==> src/rtl/cla_word_serial_adder_pkg.sv <==
// Shared types and helpers for the word-serial carry-lookahead adder.
package cla_pkg;

    typedef enum logic [1:0] {
        IDLE = 2'd0,
        RUN  = 2'd1,
        DONE = 2'd2
    } state_t;

    localparam int DEFAULT_W     = 8;
    localparam int DEFAULT_WORDS = 4;

    // Word index register width; a single-word adder still keeps a 1-bit index.
    function automatic int idxWidth(input int words);
        return (words > 1) ? $clog2(words) : 1;
    endfunction

endpackage

==> src/rtl/cla_word_serial_adder_if.sv <==
// Operand/result handshake bundle for the word-serial adder.
interface cla_word_serial_adder_if
    import cla_pkg::*;
#(
    parameter int W     = DEFAULT_W,
    parameter int WORDS = DEFAULT_WORDS
);
    logic                 in_valid;
    logic                 in_ready;
    logic [W*WORDS-1:0]   a;
    logic [W*WORDS-1:0]   b;
    logic                 cin;
    logic                 out_valid;
    logic                 out_ready;
    logic [W*WORDS-1:0]   sum;
    logic                 cout;
    logic                 busy;

    modport master (
        output in_valid, a, b, cin, out_ready,
        input  in_ready, out_valid, sum, cout, busy
    );

    modport slave (
        input  in_valid, a, b, cin, out_ready,
        output in_ready, out_valid, sum, cout, busy
    );
endinterface

==> src/rtl/cla_word_serial_adder_slice.sv <==
// Combinational W-bit carry-lookahead slice built from per-bit generate/propagate terms.
module cla_slice #(
    parameter int W = 8
) (
    input  logic [W-1:0] i_a,
    input  logic [W-1:0] i_b,
    input  logic         i_ci,
    output logic [W-1:0] o_s,
    output logic         o_co
);
    logic [W-1:0] w_gen;
    logic [W-1:0] w_prop;
    logic [W:0]   w_carry;
    logic         w_prefix;

    assign w_gen  = i_a & i_b;
    assign w_prop = i_a ^ i_b;

    // Each carry is the flat lookahead sum of products over all lower generate terms and the slice carry-in.
    always_comb begin
        w_carry    = '0;
        w_prefix   = 1'b1;
        w_carry[0] = i_ci;
        for (int i = 1; i <= W; i++) begin
            w_prefix = 1'b1;
            for (int j = i - 1; j >= 0; j--) begin
                w_carry[i] = w_carry[i] | (w_prefix & w_gen[j]);
                w_prefix   = w_prefix & w_prop[j];
            end
            w_carry[i] = w_carry[i] | (w_prefix & i_ci);
        end
    end

    assign o_s  = w_prop ^ w_carry[W-1:0];
    assign o_co = w_carry[W];
endmodule

==> src/rtl/cla_word_serial_adder.sv <==
// Word-serial wide adder: one CLA slice reused over WORDS cycles, carry held between cycles.
module cla_word_serial_adder
    import cla_pkg::*;
#(
    parameter int W     = DEFAULT_W,
    parameter int WORDS = DEFAULT_WORDS
) (
    input  logic                    clk,
    input  logic                    rst,
    cla_word_serial_adder_if.slave  bus
);
    localparam int N     = W * WORDS;
    localparam int IDX_W = idxWidth(WORDS);

    state_t              r_state;
    logic [N-1:0]        r_a;
    logic [N-1:0]        r_b;
    logic [N-1:0]        r_sum;
    logic                r_carry;
    logic                r_cout;
    logic [IDX_W-1:0]    r_idx;

    logic [W-1:0]        w_sliceA;
    logic [W-1:0]        w_sliceB;
    logic [W-1:0]        w_sliceSum;
    logic                w_sliceCo;
    logic                w_lastWord;

    assign w_sliceA   = r_a[W*r_idx +: W];
    assign w_sliceB   = r_b[W*r_idx +: W];
    assign w_lastWord = (r_idx == IDX_W'(WORDS - 1));

    cla_slice #(.W(W)) u_slice (
        .i_a  (w_sliceA),
        .i_b  (w_sliceB),
        .i_ci (r_carry),
        .o_s  (w_sliceSum),
        .o_co (w_sliceCo)
    );

    // Controller: accept operands in IDLE, walk the slice across the words in RUN, hold the result in DONE.
    always_ff @(posedge clk or posedge rst) begin
        if (rst) begin
            r_state <= IDLE;
            r_a     <= '0;
            r_b     <= '0;
            r_sum   <= '0;
            r_carry <= 1'b0;
            r_cout  <= 1'b0;
            r_idx   <= '0;
        end else begin
            case (r_state)
                IDLE: begin
                    if (bus.in_valid) begin
                        r_a     <= bus.a;
                        r_b     <= bus.b;
                        r_carry <= bus.cin;
                        r_idx   <= '0;
                        r_sum   <= '0;
                        r_state <= RUN;
                    end
                end
                RUN: begin
                    r_sum[W*r_idx +: W] <= w_sliceSum;
                    r_carry             <= w_sliceCo;
                    if (w_lastWord) begin
                        r_cout  <= w_sliceCo;
                        r_state <= DONE;
                    end else begin
                        r_idx <= r_idx + IDX_W'(1);
                    end
                end
                DONE: begin
                    if (bus.out_ready) begin
                        r_state <= IDLE;
                    end
                end
                default: r_state <= IDLE;
            endcase
        end
    end

    assign bus.in_ready  = (r_state == IDLE);
    assign bus.out_valid = (r_state == DONE);
    assign bus.busy      = (r_state == RUN) || (r_state == DONE);
    assign bus.sum       = r_sum;
    assign bus.cout      = r_cout;
endmodule

==> src/flat_wrapper.sv <==
// flat-port wrapper written by rule: the top's interface ports become plain ports
module cla_word_serial_adder_flat import cla_pkg::*;
#(
    parameter int W     = DEFAULT_W,
    parameter int WORDS = DEFAULT_WORDS
)
  (clk, rst, bus_in_valid, bus_a, bus_b, bus_cin, bus_out_ready, bus_in_ready, bus_out_valid, bus_sum, bus_cout, bus_busy);
  cla_word_serial_adder_if #(.W(W), .WORDS(WORDS)) bus_i ();
  input  logic clk;
  input  logic rst;
  input wire logic [$bits(bus_i.in_valid)-1:0] bus_in_valid;
  input wire logic [$bits(bus_i.a)-1:0] bus_a;
  input wire logic [$bits(bus_i.b)-1:0] bus_b;
  input wire logic [$bits(bus_i.cin)-1:0] bus_cin;
  input wire logic [$bits(bus_i.out_ready)-1:0] bus_out_ready;
  output wire logic [$bits(bus_i.in_ready)-1:0] bus_in_ready;
  output wire logic [$bits(bus_i.out_valid)-1:0] bus_out_valid;
  output wire logic [$bits(bus_i.sum)-1:0] bus_sum;
  output wire logic [$bits(bus_i.cout)-1:0] bus_cout;
  output wire logic [$bits(bus_i.busy)-1:0] bus_busy;
  assign bus_i.in_valid = bus_in_valid;
  assign bus_i.a = bus_a;
  assign bus_i.b = bus_b;
  assign bus_i.cin = bus_cin;
  assign bus_i.out_ready = bus_out_ready;
  assign bus_in_ready = bus_i.in_ready;
  assign bus_out_valid = bus_i.out_valid;
  assign bus_sum = bus_i.sum;
  assign bus_cout = bus_i.cout;
  assign bus_busy = bus_i.busy;
  cla_word_serial_adder #(.W(W), .WORDS(WORDS)) u_core (.clk(clk), .rst(rst), .bus(bus_i));
endmodule
==> config.mk <==
export PLATFORM = sky130hd
export DESIGN_NAME = cla_word_serial_adder_flat
export DESIGN_NICKNAME = d
export VERILOG_FILES = /design/src/rtl/cla_word_serial_adder_pkg.sv /design/src/rtl/cla_word_serial_adder_if.sv /design/src/rtl/cla_word_serial_adder_slice.sv /design/src/rtl/cla_word_serial_adder.sv /design/src/flat_wrapper.sv
export SDC_FILE = /design/constraint.sdc
export NUM_CORES = 1
export LEC_CHECK = 0
export CORE_ASPECT_RATIO = 0.9
export CORE_MARGIN = 3
export CORE_UTILIZATION = 59
export DETAILED_ROUTE_END_ITERATION = 10
export DONT_BUFFER_PORTS = 1
export PLACE_DENSITY = 0.85
export SYNTH_ARGS = -nofsm -noshare
export SYNTH_HDL_FRONTEND = slang
export SYNTH_SLANG_ARGS = --single-unit
==> constraint.sdc <==
create_clock -name clk -period 9.6 [get_ports clk]
set_input_delay 1.92 -clock clk [delete_from_list [all_inputs] [get_ports clk]]
set_output_delay 1.92 -clock clk [all_outputs]
set_load 0.1 [all_outputs]
======== Word level (Yosys, flattened, before mapping) ========
Cells that the tools add are included.
storage, ports and cells
  bits in registers ....................... 102
  input bits .............................. 69
operators by class
  add/sub/neg operators ................... 2
  equal/unequal tests ..................... 7
  shifts and indexed selects .............. 4
  multiplexer cells ....................... 12
  bitwise logic cells ..................... 103
  reductions and logical operators ........ 8
operator list
  kind                                                                      count
  1-bit bitwise AND                                                         64
  32-bit case mux with 2 select lines                                       1
  32-bit by 6-bit variable part select with 8-bit output                    2
  1-bit OR                                                                  36
  5-bit negation with 34-bit output                                         1
  8-bit by 34-bit variable shift with 32-bit output (first input constant)  1
  8-bit by 34-bit variable part select with 32-bit output                   1
  32-bit bitwise mux                                                        1
  32-bit two-way mux                                                        1
  8-bit XOR                                                                 2
  2-bit two-way mux                                                         5
  8-bit bitwise AND                                                         1
  2-bit inequality test (second input constant)                             3
  2-bit case mux with 3 select lines                                        1
  2-bit AND reduction                                                       3
  3-bit AND reduction                                                       2
  2-bit equality test (second input constant)                               2
  2-bit case mux with 2 select lines                                        1
  2-bit by 1-bit adder with 2-bit output (second input constant)            1
  2-bit by 1-bit equality test with 1-bit output (second input constant)    1
  2-bit logical NOT                                                         1
  2-bit by 1-bit inequality test with 1-bit output (second input constant)  1
  1-bit case mux with 2 select lines                                        1
  2-bit nonzero test                                                        1
  other kinds (2)                                                           2

======== Longest topological paths before layout ========
Gate-level depths: netlist (run 1).
  depth in word-level cells ............... 14
  gate-level depth with buffers ........... 9
  gate-level depth less buffers ........... 7

======== Cells and area by module ========
A second synthesis (run 1) with hierarchy kept.
unflattened totals
  cells, all modules ...................... 384
  area, all modules ....................... 5,051.1 um^2
modules (own cells, without submodules)
  module                 instances  cells an instance  area each (um^2)
  cla_word_serial_adder  1          343                4,718.3
  cla_slice              1          41                 332.8

======== Least setup slack after synthesis (run 1) ========
OpenSTA, ideal clock, no wires.
  kind .................................... register to output
  from .................................... register u_core.r_state[0]
  to ...................................... output port bus_out_valid
  arrival time ............................ 1.243 ns
  data required time ...................... 7.680 ns
  slack ................................... 6.437 ns
  cell stages (with the launch flop) ...... 3
  buffers on the path ..................... 0
  path through ............................ dfrtp_1 -> inv_1 -> ha_1
on the way
  word-level cells in the longest chain between the ends .. 1
ends and longest elaborated chain
  what                    line                         text
  from (decl)             cla_word_serial_adder.sv:15  state_t r_state;
  from (signal assigned)  cla_word_serial_adder.sv:44  r_state <= IDLE;
  from (signal assigned)  cla_word_serial_adder.sv:60  r_state <= RUN;
  from (signal assigned)  cla_word_serial_adder.sv:68  r_state <= DONE;
  2-bit equality test     cla_word_serial_adder.sv:84  assign bus.out_valid = (r_state == DONE);
  to (decl)               flat_wrapper.sv:17           output wire logic [$bits(bus_i.out_valid)-1:0] bus_out_valid;
Every way passes these cells.

======== Worst setup path in the final report (run 1) ========
Same ends and word-level chain as after synthesis.

==> impl_metrics.tcl, run 1 <==
set metrics [dict create \
    synthesis.area_sq_mm 0.00474 \
    antenna_found_initial 0 \
    drive_gt1_share_pct 33.7 \
    via_count 2772 \
    hold_violations 0 \
    crit_path_max_fanout 3 \
    root_buffer "clkbuf_8" \
    area_growth_pct 6.52 \
    clkLatencyLatePin_ns 0.36 \
    post_drt_via_cell_ratio 6.34 \
    grt.total_usage_pct 21.0 \
    io_pins 105 \
    yosys_most_used_dff "dfrtp_1" \
    portBuffers 0 \
    setup_viol 0 \
    crit_type "flip-flop to output pin" \
    period_minus_slack_ns 3.59 \
    start_util_pct 61.9 \
    drc 0 \
    setup_tns_ns 0 \
    rows 30 \
    hold_buffers 0 \
    grt_max_degree 87 \
    avgSynthCellArea_sq_um 14.0 \
    fin_nets 422 \
    synth_edf_count 0 \
    cts_buffers 9 \
    required_ns 7.68 \
    cts.sinks 102 \
    cp_data_arrival_time_ns 1.67 \
    max_freq_mhz 279 \
    wire_per_inst_um 21.2 \
    diodes 0 \
    grt_pass1_vias 2870 \
    gp_congestion 0.831 \
    post_cts_buffers 0 \
    wl_met1_um 3770 \
    drt_iter0_drc 114 \
    worst_slew_pin_slew_ns 1.04 \
    cp-end-kind "output pin" \
    ys_types 45 \
    timing.final.crit_share_pct 37.3 \
    top_layer "met4" \
    relSlewSlack_pct 30.6 \
    htreeDepth 3 \
    die_w_um 100 \
    hold_path_class "flip-flop to flip-flop" \
    wl_met3_um 875 \
    overflow 0 \
    die_area_sq_mm 0.00915 \
    clock_path_buffers 2 \
    cts.clk_slew.worst_paths_ns 0.09 \
    ys_seq_elements 102 \
    cts_resized 0 \
    finalCoreUtilization_pct 65.9 \
    wl_met2_um 4470 \
    routed_wirelength_um 9240 \
    finalClockSkew_ns 0.00938 \
    fp.coreArea_sq_mm 0.00766 \
    yosys_warnings 0 \
    syn_nets 424 \
    drv_cap 0 \
    status "finished, final reports clean" \
    hpwlAfterDp_um 6790 \
    rsz0062_at_grt "no" \
    final_cell_mix "dfrtp_1, mux2_2, a22o_1, mux4_2, ha_1" \
    synth.yosys.seq_area_share_pct 53.8 \
    layout_commonest_cell "dfrtp_1" \
    synthCells 338 \
    cts_tree "done" \
    drtAntennaViolNets 0 \
    die_y_um 91.0 \
    slew_violations 0 \
    cp-start-kind "flip-flop" \
    async_flop_share_pct 100 \
    firstDrtPassIters 4 \
    grt_pass1_wl_um 14900 \
]
==> logic make-up after synthesis <==
logic type / Yosys count / synth area share, %
buffers and inverters: 25 / 2.35
AO/OA/AOI/OAI: 69 / 10.5
XOR/XNOR: 4 / 0.898
flip-flops: 102 / 53.8
adder cells (fa/ha/maj): 17 / 4.64
AND/OR/NAND/NOR: 39 / 4.51
multiplexers: 82 / 23.2
==> area by class of cell <==
cell class                      count  area [sq um]
Timing Repair Buffer                4          30.0
Multi-Input combinational cell    211          2080
Sequential cell                   102          2550
Clock inverter                      5          86.3
Clock buffer                       11           151
Fill cell                         576          2610
Inverter                            8          32.5
Tap cell                           96           120
==> flip-flops by register name, summed over array words and instances (netlist names) <==
signal	flops
u_core.bus.cout	1
u_core.bus.sum	32
u_core.r_a	32
u_core.r_b	32
u_core.r_carry	1
u_core.r_idx	2
u_core.r_state	2
==> path summary, 6_finish.rpt <==
kind,start,end,slack (ns),cells past startpoint
max,u_core.r_state[0]$_DFFE_PP0P_,bus_out_valid,6.01,2
min,u_core.r_b[26]$_DFFE_PP0P_,u_core.r_b[26]$_DFFE_PP0P_,0.51,1
max reg2reg,u_core.r_idx[1]$_DFFE_PP0P_,u_core.bus.sum[13]$_DFFE_PP0P_,6.51,7
min reg2reg,u_core.r_b[26]$_DFFE_PP0P_,u_core.r_b[26]$_DFFE_PP0P_,0.51,1
max in group asynchronous,rst,u_core.r_b[9]$_DFFE_PP0P_,6.99,2
min in group asynchronous,rst,u_core.r_a[13]$_DFFE_PP0P_,1.34,1
==> synth_stat cells (2+ instances only) <==
master / count / area, sq um
nand4_1: 2 / 12.5
xor2_1: 2 / 17.5
and4_1: 2 / 17.5
mux2_2: 64 / 721
a21oi_2: 4 / 35.0
a22o_1: 24 / 210
clkbuf_1: 3 / 11.3
a31oi_1: 2 / 12.5
inv_1: 7 / 26.3
o21ai_1: 13 / 65.1
mux4_2: 16 / 360
nor3_1: 2 / 10.0
o21ai_0: 6 / 30.0
o21a_1: 3 / 22.5
mux2i_1: 2 / 20.0
ha_1: 16 / 200
a21oi_1: 5 / 25.0
buf_2: 13 / 65.1
nor2_1: 9 / 33.8
nand2_2: 2 / 12.5
a22oi_1: 3 / 22.5
nand2_1: 14 / 52.6
dfrtp_1: 102 / 2550
==> routing by layer <==
metal  vias up  GRT usage [%]
met4         0           5.84
li1       1247              -
met2       103           33.6
met5         -              0
met3        15           9.91
met1      1407           25.5
==> worst max-delay path, stage by stage (launching register included) <==
cell,delay (ns)
dfrtp_1,0.40
inv_1,0.09
ha_1,0.82
==> stage by stage <==
step                hold WS [ns]  instances  setup slack [ns]  cell area, sq um
floorplan                  0.474        338              5.00              4740
global placement           0.483        421              6.42              4810
detailed placement         0.489        421              6.40              4810
CTS                        0.511        437              5.99              5050
global route               0.524        437              5.92              5050
finish                     0.509        437              6.01              5050
Power of run 1 is left out: the tool's default activity adds up to more than one toggle a clock period on the data nets, which glitch-free logic cannot reach.
==> run 2: changes to the inputs <==
==> constraint.sdc (replaced) <==
create_clock -name clk -period 3.6 [get_ports clk]
set_input_delay 0.72 -clock clk [delete_from_list [all_inputs] [get_ports clk]]
set_output_delay 0.72 -clock clk [all_outputs]
set_load 0.1 [all_outputs]
==> impl_metrics.tcl, run 2 (synthesis results as in run 1) <==
set metrics [dict create \
    rrSetupSlack_ns 0.77 \
    fin_nets 425 \
    slew_violations 0 \
    clkLatencyLatePin_ns 0.38 \
    setup_tns_ns 0 \
    gp_congestion 0.850 \
    multi_input_area_sq_mm 0.00208 \
    postPlaceCellArea_sq_mm 0.00483 \
    die_y_um 91.0 \
    cts_resized 0 \
    cts.clk_slew.worst_paths_ns 0.11 \
    top_usage_layer "met2" \
    finalClockSkew_ns 0.0140 \
    io_pins 105 \
    critPathSlowestCell "mux4_2" \
    use_met3_pct 9.98 \
    firstDrtPassIters 4 \
    layout_commonest_cell "dfrtp_1" \
    drc 0 \
    grt_pass1_wl_um 15500 \
    routed_wirelength_um 9560 \
    cts_tree "done" \
    start_util_pct 61.9 \
    cp_data_arrival_time_ns 3.09 \
    r2r_start "u_core.r_idx[0]$_DFFE_PP0P_" \
    cp-end-kind "flip-flop" \
    drive_gt1_share_pct 34.3 \
    drt_iter0_drc 104 \
    use_met1_pct 27.4 \
    grt_pass1_vias 2934 \
    final_cell_mix "dfrtp_1, mux2_2, a22o_1, mux4_2, ha_1" \
    wire_per_inst_um 21.7 \
    max_freq_mhz 353 \
    period_minus_slack_ns 2.83 \
    worst_slew_pin_slew_ns 1.01 \
    die_w_um 100 \
    cp_slowest_stage_delay_ns 0.61 \
    via_count 2794 \
    rr_endpoint "u_core.bus.sum[13]$_DFFE_PP0P_" \
    grt_max_degree 66 \
    drv_cap 0 \
    grt_use_met2_pct 34.7 \
    hold_path_class "primary input to async pin" \
    diodes 0 \
    root_buffer "clkbuf_8" \
    grt.total_usage_pct 22.2 \
    crit_path_max_fanout 25 \
    relSlewSlack_pct 32.6 \
    status "finished, final reports clean" \
    clock_path_buffers 2 \
    rows 30 \
    die_area_sq_mm 0.00915 \
    fillers 558 \
    area_growth_pct 6.33 \
    hold_buffers 0 \
    setup_viol 0 \
    portBuffers 0 \
    required_ns 3.86 \
    cts.sinks 102 \
    timing.final.crit_share_pct 78.7 \
    post_cts_buffers 0 \
    drtAntennaViolNets 0 \
    cts_buffers 9 \
    overflow 0 \
    hpwlAfterDp_um 7260 \
    crit_type "flip-flop to flip-flop" \
    antenna_found_initial 1 \
    post_drt_via_cell_ratio 6.35 \
    rsz0062_at_grt "no" \
    final_area_sq_mm 0.00504 \
    cp-start-kind "flip-flop" \
    fp.coreArea_sq_mm 0.00766 \
    hold_violations 0 \
    worstPathCellList "buf_4, mux4_2, ha_1, a211oi_2, o21ai_1, a21oi_2, xor2_1, o21ai_0" \
    seq_area_sq_mm 0.00255 \
    worstRegToRegCells 8 \
    htreeDepth 3 \
]
run 2: changes by cell type in the layout (fill, tap and decap cells not counted):
cell / delta
inv_8: +1
clkbuf_8: -1
inv_6: -1
bufinv_16: -1
clkinv_2: +2
buf_4: +3
run 2: how the worst max path moves through the flow:
| stage | to | startpoint | cells after the start | slack [ns] |
|---|---|---|---|---|
| CTS | u_core.bus.sum[21]$_DFFE_PP0P_ | u_core.r_idx[0]$_DFFE_PP0P_ | 8 | 0.74 |
| global placement | u_core.bus.sum[13]$_DFFE_PP0P_ | u_core.r_idx[0]$_DFFE_PP0P_ | 8 | 0.84 |
| floorplan | u_core.bus.cout$_DFFE_PP0P_ | rst | 1 | 0.20 |
| finish | u_core.bus.sum[13]$_DFFE_PP0P_ | u_core.r_idx[0]$_DFFE_PP0P_ | 8 | 0.77 |
| detailed placement | u_core.bus.sum[21]$_DFFE_PP0P_ | u_core.r_idx[0]$_DFFE_PP0P_ | 8 | 0.74 |
| global route | u_core.bus.sum[21]$_DFFE_PP0P_ | u_core.r_idx[0]$_DFFE_PP0P_ | 8 | 0.56 |
run 2: worst max-delay path: cells and delay by family, from the launching register on:
kind	cells	cell delay, ns
buffers and inverters	1	0.36
multiplexers	1	0.61
XOR/XNOR	1	0.32
AO/OA/AOI/OAI	4	0.75
flip-flops	1	0.33
adder cells (fa/ha/maj)	1	0.35
run 2: cell type report:
| cell class | instances | share of cell area [%] |
|---|---|---|
| clock buffer | 10 | 2.73 |
| clock inverter | 6 | 1.37 |
| inverter | 8 | 0.645 |
| multi-input combinational | 211 | 41.2 |
| sequential | 102 | 50.6 |
| tap | 96 | 2.38 |
| timing repair buffer | 7 | 1.04 |
run 2: routing by layer:
layer	share of wire [%]	vias up
met5	0.14	-
met4	1.8	2
met3	9.0	14
met2	48	101
met1	41	1407
li1	-	1270
run 2: metrics by stage:
step                instances  worst slack [ns]  utilization, %  hold WS (ns)
floorplan                 338             0.205               -         0.474
global placement          424             0.839            63.1         0.483
detailed placement        424             0.741            63.1         0.492
CTS                       440             0.737            65.8         0.378
global route              440             0.560            65.8         0.408
finish                    440             0.767            65.8         0.357
Power of run 2 is left out for the same reason.
==> run 3: changes to the inputs <==
--- a/config.mk
+++ b/config.mk
@@ -7,7 +7,7 @@
 export LEC_CHECK = 0
 export CORE_ASPECT_RATIO = 0.9
 export CORE_MARGIN = 3
-export CORE_UTILIZATION = 59
+export CORE_UTILIZATION = 57
 export DETAILED_ROUTE_END_ITERATION = 10
 export DONT_BUFFER_PORTS = 1
 export PLACE_DENSITY = 0.85
==> constraint.sdc (replaced) <==
create_clock -name clk -period 2.28 [get_ports clk]
set_input_delay 0.456 -clock clk [delete_from_list [all_inputs] [get_ports clk]]
set_output_delay 0.456 -clock clk [all_outputs]
set_load 0.1 [all_outputs]
==> impl_metrics.tcl, run 3 (synthesis results as in run 1) <==
set metrics [dict create \
    status "complete, but fails checks" \
    violations "setup timing" \
    slew_violations 0 \
    max_freq_mhz 387 \
    cp_data_arrival_time_ns 2.82 \
    grt.total_usage_pct 24.4 \
    crit_path_max_fanout 5 \
    postPlaceCellArea_sq_mm 0.00535 \
    hpwlAfterDp_um 7550 \
    required_ns 2.52 \
    crit_type "flip-flop to flip-flop" \
    hold_path_class "primary input to async pin" \
    setup_viol 30 \
    period_minus_slack_ns 2.58 \
    clkLatencyLatePin_ns 0.36 \
    final_cell_mix "dfrtp_1, buf_4, mux2_2, a22o_1, mux4_2" \
    hold_buffers 0 \
    grt_pass1_wl_um 17500 \
    hold_violations 0 \
    clock_path_buffers 2 \
    via_count 3171 \
    post_drt_via_cell_ratio 6.24 \
    worstPathCellList "buf_8, mux4_2, ha_4, a211oi_4, buf_4, o21ai_2, a21oi_2, xor2_2, o21ai_1" \
    final_area_sq_mm 0.00579 \
    die_y_um 92.5 \
    die_area_sq_mm 0.00945 \
    layout_commonest_cell "dfrtp_1" \
    io_pins 105 \
    diodes 0 \
    htreeDepth 3 \
    routed_wirelength_um 11000 \
    cp-end-kind "flip-flop" \
    finalClockSkew_ns 0.00772 \
    root_buffer "clkbuf_8" \
    drt_iter0_drc 149 \
    fin_nets 493 \
    drc 0 \
    drtAntennaViolNets 0 \
    portBuffers 0 \
    timing.final.crit_share_pct 113 \
    start_util_pct 60.7 \
    overflow 0 \
    path_buf_inv 2 \
    drive_gt1_share_pct 50.7 \
    die_w_um 102 \
    grt_max_degree 103 \
    cts.clk_slew.worst_paths_ns 0.10 \
    relSlewSlack_pct 57.6 \
    rsz0062_at_grt "yes" \
    cts_buffers 9 \
    cts_tree "done" \
    critPathSlowestCell "mux4_2" \
    drv_cap 0 \
    cts.sinks 102 \
    fin_ws_ns -0.301 \
    fp.coreArea_sq_mm 0.00781 \
    grt_pass1_vias 3399 \
    firstDrtPassIters 4 \
    wire_per_inst_um 21.7 \
    cp_slowest_stage_delay_ns 0.55 \
    area_growth_pct 22.2 \
    gp_congestion 0.941 \
    antenna_found_initial 0 \
    worst_slew_pin_slew_ns 0.631 \
    cp-start-kind "flip-flop" \
    rows 30 \
    path_delay_family "compound AO/OA/AOI/OAI gates" \
]
-- run 3: cell types whose count changed in the layout (fill, tap and decap cells not counted), moves of 3 or more --
cell,before,now
buf_6,0,3
ha_4,0,6
buf_12,0,3
o21ai_0,6,3
clkinvlp_4,0,3
ha_1,16,9
o21ai_2,0,3
buf_4,7,68
-- run 3: stage by stage --
| step | setup slack (ns) | setup TNS, ns | cells | hold WS [ns] | utilization [%] |
|---|---|---|---|---|---|
| after floorplan | -0.0998 | -1.02 | 338 | 0.474 | - |
| after global placement | -0.387 | -8.51 | 480 | 0.467 | 68.5 |
| after detailed placement | -0.476 | -10.56 | 480 | 0.480 | 68.5 |
| after CTS | -0.307 | -6.55 | 507 | 0.126 | 73.5 |
| after global routing | -0.372 | -8.35 | 508 | 0.137 | 74.2 |
| final | -0.301 | -6.28 | 508 | 0.105 | 74.2 |
-- run 3: layout make-up --
cell class                      instances  area [sq um]
Clock buffer                           10           138
Inverter                                8          33.8
Fill cell                             486          2010
Sequential cell                       102          2560
Tap cell                               96           120
Multi-Input combinational cell        211          2270
Clock inverter                          6          52.6
Timing Repair Buffer                   75           619
-- run 3: path summary, 6_finish.rpt --
kind	startpoint	endpoint	slack, ns	cells after the start
max	u_core.r_idx[0]$_DFFE_PP0P_	u_core.bus.sum[5]$_DFFE_PP0P_	-0.30	9
min	rst	u_core.r_state[0]$_DFFE_PP0P_	0.10	2
max reg2reg	u_core.r_idx[0]$_DFFE_PP0P_	u_core.bus.sum[5]$_DFFE_PP0P_	-0.30	9
min reg2reg	u_core.bus.sum[5]$_DFFE_PP0P_	u_core.bus.sum[5]$_DFFE_PP0P_	0.50	2
max in group asynchronous	rst	u_core.r_idx[0]$_DFFE_PP0P_	1.79	2
min in group clk	bus_b[20]	u_core.r_b[20]$_DFFE_PP0P_	0.24	1
-- run 3: metal layers --
layer	global-route usage [%]	wire length [um]	vias to the layer above
li1	-	-	1403
met1	30.3	4340	1599
met2	40.0	5550	144
met3	7.45	838	25
met4	9.18	297	0
met5	0	0	-
-- run 3: what timing repair did --
action / 4_1_cts / 5_1_grt
setup buffers: 12 / 1
setup endpoints to repair: 34 / 30
cloned: 0 / 0
resized for setup: 27 / 8
pin swaps: 29 / 19
Power of run 3 is left out for the same reason.
